[config.mk]
export PLATFORM = sky130hd
export DESIGN_NAME = board_link_rx
export DESIGN_NICKNAME = d
export VERILOG_FILES = /design/src/rtl/board_link_pkg.sv /design/src/rtl/board_link_rx_sync_2ff.sv /design/src/rtl/board_link_rx.sv
export SDC_FILE = /design/constraint.sdc
export NUM_CORES = 1
export LEC_CHECK = 0
export BUFFER_PORTS_ARGS = -buffer_cell sky130_fd_sc_hd__buf_2
export CAP_MARGIN = 10
export CORE_UTILIZATION = 35
export CTS_BUF_LIST = sky130_fd_sc_hd__clkbuf_4 sky130_fd_sc_hd__clkbuf_8
export DETAILED_ROUTE_END_ITERATION = 7
export GPL_TIMING_DRIVEN = 0
export HOLD_SLACK_MARGIN = 0.12
export SETUP_SLACK_MARGIN = 0.15
export SKIP_CTS_REPAIR_TIMING = 1
export SLEW_MARGIN = 30
export SYNTH_ARGS = -nofsm -noshare
export SYNTH_HDL_FRONTEND = slang
export SYNTH_SLANG_ARGS = --single-unit
[constraint.sdc]
create_clock -name clk_in -period 4.4 [get_ports clk_in]
set_clock_uncertainty 0.15 [all_clocks]
set_input_delay 0 -clock clk_in [delete_from_list [all_inputs] [get_ports clk_in]]
set_output_delay 0 -clock clk_in [all_outputs]
set_load 0.05 [all_outputs]
[src/rtl/board_link_pkg.sv]
// Shared definitions for the inter-board serial link (receiver and transmitter).
// Holds frame geometry, default bit timing, receiver state encoding and the parity helper.
package board_link_pkg;

    localparam int FRAME_BITS           = 162;
    localparam int CLKS_PER_BIT_DEFAULT = 564;

    typedef enum logic [2:0] {
        IDLE   = 3'd0,
        START  = 3'd1,
        DATA   = 3'd2,
        PARITY = 3'd3,
        STOP   = 3'd4,
        BREAK  = 3'd5
    } rx_state_t;

    // Even-parity bit: the value that makes payload XOR parity equal to zero.
    function automatic logic even_parity(input logic [FRAME_BITS-1:0] data);
        return ^data;
    endfunction

endpackage

[src/rtl/board_link_rx_sync_2ff.sv]
// Two-flop synchronizer for a single asynchronous input.
// The reset value is a parameter so an idle-high line can reset to 1.
module sync_2ff #(
    parameter logic RESET_VAL = 1'b0
) (
    input  logic clk,
    input  logic rst_n,
    input  logic d,
    output logic q
);

    logic meta_r;
    logic sync_r;

    // Metastability filter chain.
    always_ff @(posedge clk or negedge rst_n) begin
        if (!rst_n) begin
            meta_r <= RESET_VAL;
            sync_r <= RESET_VAL;
        end else begin
            meta_r <= d;
            sync_r <= meta_r;
        end
    end

    assign q = sync_r;

endmodule

[src/rtl/board_link_rx.sv]
// Serial receiver for the inter-board link: start, 162 payload bits LSB first,
// even parity, stop. Emits a one-cycle ready with the frame, or a one-cycle frame_err.
module board_link_rx
    import board_link_pkg::*;
#(
    parameter int CLKS_PER_BIT = CLKS_PER_BIT_DEFAULT
) (
    input  logic                  clk_in,
    input  logic                  rst_in_n,
    input  logic                  rx,
    output logic                  ready,
    output logic [FRAME_BITS-1:0] data_out,
    output logic                  frame_err
);

    localparam int BAUD_W = $clog2(CLKS_PER_BIT);
    localparam int BIT_W  = $clog2(FRAME_BITS);

    localparam logic [BAUD_W-1:0] BAUD_HALF = BAUD_W'(CLKS_PER_BIT / 2 - 1);
    localparam logic [BAUD_W-1:0] BAUD_FULL = BAUD_W'(CLKS_PER_BIT - 1);
    localparam logic [BAUD_W-1:0] BAUD_ONE  = BAUD_W'(1);
    localparam logic [BIT_W-1:0]  BIT_LAST  = BIT_W'(FRAME_BITS - 1);
    localparam logic [BIT_W-1:0]  BIT_ONE   = BIT_W'(1);

    rx_state_t             state_r;
    rx_state_t             state_nxt_s;

    logic                  rx_sync_s;
    logic                  rx_prev_r;
    logic [BAUD_W-1:0]     baud_r;
    logic [BIT_W-1:0]      bit_cnt_r;
    logic [FRAME_BITS-1:0] shift_r;
    logic                  parity_r;
    logic                  ready_r;
    logic                  frame_err_r;
    logic [FRAME_BITS-1:0] data_out_r;

    logic                  baud_hit_s;
    logic                  parity_ok_s;
    logic                  frame_ok_s;
    logic                  frame_bad_s;

    // The line idles high, so the synchronizer resets to 1 to avoid a false start.
    sync_2ff #(
        .RESET_VAL (1'b1)
    ) u_sync (
        .clk   (clk_in),
        .rst_n (rst_in_n),
        .d     (rx),
        .q     (rx_sync_s)
    );

    // Receiver state register.
    always_ff @(posedge clk_in or negedge rst_in_n) begin
        if (!rst_in_n) begin
            state_r <= IDLE;
        end else begin
            state_r <= state_nxt_s;
        end
    end

    // Next-state decode; every bit decision is taken at a baud_hit_s sample point.
    always_comb begin
        state_nxt_s = state_r;
        case (state_r)
            IDLE: begin
                if (rx_prev_r && !rx_sync_s) begin
                    state_nxt_s = START;
                end else begin
                    state_nxt_s = IDLE;
                end
            end
            START: begin
                if (baud_hit_s) begin
                    state_nxt_s = rx_sync_s ? IDLE : DATA;
                end else begin
                    state_nxt_s = START;
                end
            end
            DATA: begin
                if (baud_hit_s && (bit_cnt_r == BIT_LAST)) begin
                    state_nxt_s = PARITY;
                end else begin
                    state_nxt_s = DATA;
                end
            end
            PARITY: begin
                if (baud_hit_s) begin
                    state_nxt_s = STOP;
                end else begin
                    state_nxt_s = PARITY;
                end
            end
            STOP: begin
                if (baud_hit_s) begin
                    state_nxt_s = rx_sync_s ? IDLE : BREAK;
                end else begin
                    state_nxt_s = STOP;
                end
            end
            BREAK: begin
                if (rx_sync_s) begin
                    state_nxt_s = IDLE;
                end else begin
                    state_nxt_s = BREAK;
                end
            end
            default: begin
                state_nxt_s = IDLE;
            end
        endcase
    end

    // Sample-point and frame verdict decode.
    always_comb begin
        baud_hit_s  = 1'b0;
        parity_ok_s = (even_parity(shift_r) == parity_r);
        frame_ok_s  = 1'b0;
        frame_bad_s = 1'b0;
        case (state_r)
            START: begin
                baud_hit_s = (baud_r == BAUD_HALF);
            end
            DATA, PARITY, STOP: begin
                baud_hit_s = (baud_r == BAUD_FULL);
            end
            default: begin
                baud_hit_s = 1'b0;
            end
        endcase
        if ((state_r == STOP) && baud_hit_s) begin
            frame_ok_s  = rx_sync_s && parity_ok_s;
            frame_bad_s = !(rx_sync_s && parity_ok_s);
        end else begin
            frame_ok_s  = 1'b0;
            frame_bad_s = 1'b0;
        end
    end

    // Bit timing, payload shifting and parity capture.
    always_ff @(posedge clk_in or negedge rst_in_n) begin
        if (!rst_in_n) begin
            rx_prev_r <= 1'b1;
            baud_r    <= '0;
            bit_cnt_r <= '0;
            shift_r   <= '0;
            parity_r  <= 1'b0;
        end else begin
            rx_prev_r <= rx_sync_s;
            if ((state_r == IDLE) || (state_r == BREAK) || baud_hit_s) begin
                baud_r <= '0;
            end else begin
                baud_r <= baud_r + BAUD_ONE;
            end
            if ((state_r == DATA) && baud_hit_s) begin
                shift_r <= {rx_sync_s, shift_r[FRAME_BITS-1:1]};
                if (bit_cnt_r == BIT_LAST) begin
                    bit_cnt_r <= '0;
                end else begin
                    bit_cnt_r <= bit_cnt_r + BIT_ONE;
                end
            end else begin
                shift_r   <= shift_r;
                bit_cnt_r <= bit_cnt_r;
            end
            if ((state_r == PARITY) && baud_hit_s) begin
                parity_r <= rx_sync_s;
            end else begin
                parity_r <= parity_r;
            end
        end
    end

    // Registered outputs; data_out changes only together with a ready pulse.
    always_ff @(posedge clk_in or negedge rst_in_n) begin
        if (!rst_in_n) begin
            ready_r     <= 1'b0;
            frame_err_r <= 1'b0;
            data_out_r  <= '0;
        end else begin
            ready_r     <= frame_ok_s;
            frame_err_r <= frame_bad_s;
            if (frame_ok_s) begin
                data_out_r <= shift_r;
            end else begin
                data_out_r <= data_out_r;
            end
        end
    end

    assign ready     = ready_r;
    assign frame_err = frame_err_r;
    assign data_out  = data_out_r;

endmodule
==> results by group <==
Critical path
  – CP Data Required Time: 4.73 ns
  – CP Max Fanout: 10
  – Crit-path most repeated cell: xnor2_1
  – Max incr delay on CP: 0.50 ns
  – Crit path cell chain: xor2_1 > xnor2_1 > xnor2_1 > xnor2_1 > xnor2_1 > xnor2_1 > xnor3_1 > nand4b_1 > buf_2 > buf_6 > buf_6 > mux2_4
  – Slowest cell on crit path: xnor3_1
  – Setup crit end kind: register
  – WS Path Type: reg -> reg
  – Startpoint Class: register
  – CP arrival: roughly 4.4 ns

Floorplan
  – Ports: ~170
  – Total core area: about 0.042 sq mm
  – Std-Cell Rows: 75
  – Initial Utilization: 0.357
  – Die Ht: approximately 210 um
  – Die ar.: 0.0438 sq mm
  – Die W: 209 um

Global route
  – Number of global-route vias before repair: slightly below 10000
  – Largest net degree at the start of global routing: 86
  – All-layer global routing usage: 0.157
  – GRT overflow: 0
  – First-pass GRT wire length: 54.0 mm
  – Initial antenna violation count: 1

Power and ir drop
  – Worst VDD drop: between 0.2 and 0.25 mV
  – Power Density: about 370 mW/mm^2
  – Pleak: around 10 nW

Placed design
  – Global placer's final weighted congestion: around 0.80
  – DP Wirelength: 23.4 mm
  – Placed insts: between 2000 and 2500
  – IO buf count: ~170
  – Placed instance area: approximately 0.017 sq mm

Clocking
  – CTS buffer count: 57
  – CTS clk-pin slew, worst paths: ~0.060 ns
  – CTS tree: done
  – H-tree depth: 2
  – TritonCTS Sinks: roughly 350
  – Clock Path Buffers: 3
  – Clk_lat worst skew: between 0.6 and 0.7 ns
  – Root Buffer: clkbuf_8

Final layout
  – Fraction of layout cells with a size suffix above 1: 0.290
  – Commonest non-fill, non-tap cell in the layout: nand2_1
  – Finished Cell Area: ~0.018 sq mm
  – Most frequent cells in the layout: nand2_1, dfrtp_1, buf_2, xnor2_1, mux2_2
  – Final net count: 1555
  – Final Instance Count excl. Fillers: about 2100
  – Ant. Diodes: 0
  – Synth-to-Final Area Change: 20.5%

Detailed routing
  – Drt drc: 0
  – DR vias: a little under 10000
  – WL final: between 30 and 40 mm
  – Vias per std cell: 4.55
  – DR WL/cell: between 15 and 20 um
  – Initial DRC Count: approximately 520
  – Iteration count of the initial detailed-routing pass: 4
  – ANT nets after route: 0

Logic synthesis
  – Cell taking the most area after synthesis: dfrtp_1
  – Syn Area/Cell: around 11 sq um
  – Syn nets: between 1000 and 1500
  – Synthesized cell area: roughly 0.015 sq mm
  – Seq/Total Area, Yosys: 0.584
  – Register bit total from synthesis: around 350
  – Synth warnings: 0
  – Synth area leaders: dfrtp_1, nand2_1, xnor2_1
  – Post-Syn Instances: roughly 1300
  – Yosys cell types: 36
  – Post-synth top area share: 0.579

Flow run
  – MaxCap Viol Count: 0

Timing
  – Max-slew violations: 0
  – Rel. slew slack: 0.359
  – Worst Max-Slew Pin Slew: roughly 0.95 ns
  – Peak Freq: ~250 MHz
  – Tmin final: roughly 4.0 ns
  – Post-route clock period utilization: 0.914
  – Setup violators final: 0
  – Post-Route Setup TNS: 0 ns
  – RSZ-0062 raised after global routing: false
  – Final hold violations: 0

Run status
  – Status: complete, no violations

Hold path
  – Worst hold path class: reg -> reg
routing by layer:
| layer | track usage | up-vias | part of all wire |
|---|---|---|---|
| li1 | - | 4682 | - |
| met1 | 0.213 | 4758 | 0.46 |
| met2 | 0.241 | 221 | 0.45 |
| met3 | 0.0456 | 60 | 0.066 |
| met4 | 0.0477 | 0 | 0.023 |
| met5 | 0 | - | 0 |
report_power, final:
| part | internal [mW] | total, mW | switching [mW] |
|---|---|---|---|
| clock network | 1.99 | 3.33 | 1.34 |
| logic | 0.0469 | 0.143 | 0.0963 |
| registers | 3.25 | 3.29 | 0.0316 |
cell families after synthesis:
family	after synthesis	share of synthesized area
xor gates and xnor gates	172	0.101
adders and majority gates	3	0.00250
AOI/OAI and AO/OA	21	0.00840
buffers and inverters	59	0.0200
DFF	351	0.584
and+or+nand+nor	545	0.141
muxes	164	0.143
area by class of cell:
type	count	area (sq um)
Multi-Input combinational cell	905	5960
Sequential cell	351	8790
Buffer	57	293
Fill cell	3947	24000
Timing Repair Buffer	175	1020
Clock buffer	82	1080
Inverter	2	7.51
Clock inverter	24	303
Tap cell	539	674
stage by stage:
step / power [mW] / setup slack, ns / utilization / hold slack, ns
5_1_grt: 7.04 / 0.255 / 0.430 / 0.217
6_report: 6.76 / 0.380 / 0.430 / 0.207
3_5_place_dp: 3.49 / 0.361 / 0.396 / -0.201
4_1_cts: 6.87 / 0.364 / 0.429 / -0.883
3_3_place_gp: 3.47 / -3.74 / 0.393 / -0.0270
2_1_floorplan: 3.39 / 1.53 / - / -0.446
path summary, 6_finish.rpt:
| check | start | to | slack (ns) | cells past startpoint |
|---|---|---|---|---|
| min in group asynchronous | rst_in_n | data_out[31] | 0.33 | 4 |
| max reg2reg | shift_r[107] | data_out[114] | 0.38 | 12 |
| max | shift_r[107] | data_out[114] | 0.38 | 12 |
| min | u_sync.meta_r | u_sync.q | 0.21 | 0 |
| min reg2reg | u_sync.meta_r | u_sync.q | 0.21 | 0 |
| max in group asynchronous | rst_in_n | rx_prev_r | 2.66 | 6 |
worst max-delay path: cells and delay by family, from the launching register on:
| family | cells | cell delay (ns) |
|---|---|---|
| buffers and inverters | 3 | 0.77 |
| and+or+nand+nor | 1 | 0.13 |
| DFF | 1 | 0.48 |
| xor gates and xnor gates | 7 | 2.03 |
| muxes | 1 | 0.32 |
synth_stat cells (all sizes together):
library cell / n
nor2b: 1
nand3: 6
dfstp: 3
ha: 3
buf: 20
nor4: 4
o21bai: 2
a31oi: 3
nor3: 2
xnor3: 1
nand2b: 2
a21boi: 1
nor4bb: 2
nor3b: 1
dfrtp: 348
xor2: 24
xnor2: 147
nand4b: 3
o21ai: 8
o22ai: 1
nor2: 19
a211o: 1
nor4b: 1
nand4: 3
and3: 3
nand2: 497
a21oi: 3
or3: 1
mux2: 164
clkbuf: 37
o21a: 1
a211oi: 1
inv: 2
state kept, by name (all words and copies together), names as in the netlist:
name	flops
parity_r	1
data_out	162
baud_r	10
bit_cnt_r	8
state_r	3
ready	1
u_sync.meta_r	1
u_sync.q	1
frame_err	1
shift_r	162
rx_prev_r	1
Note: power is estimated with default switching activity, not from simulation.
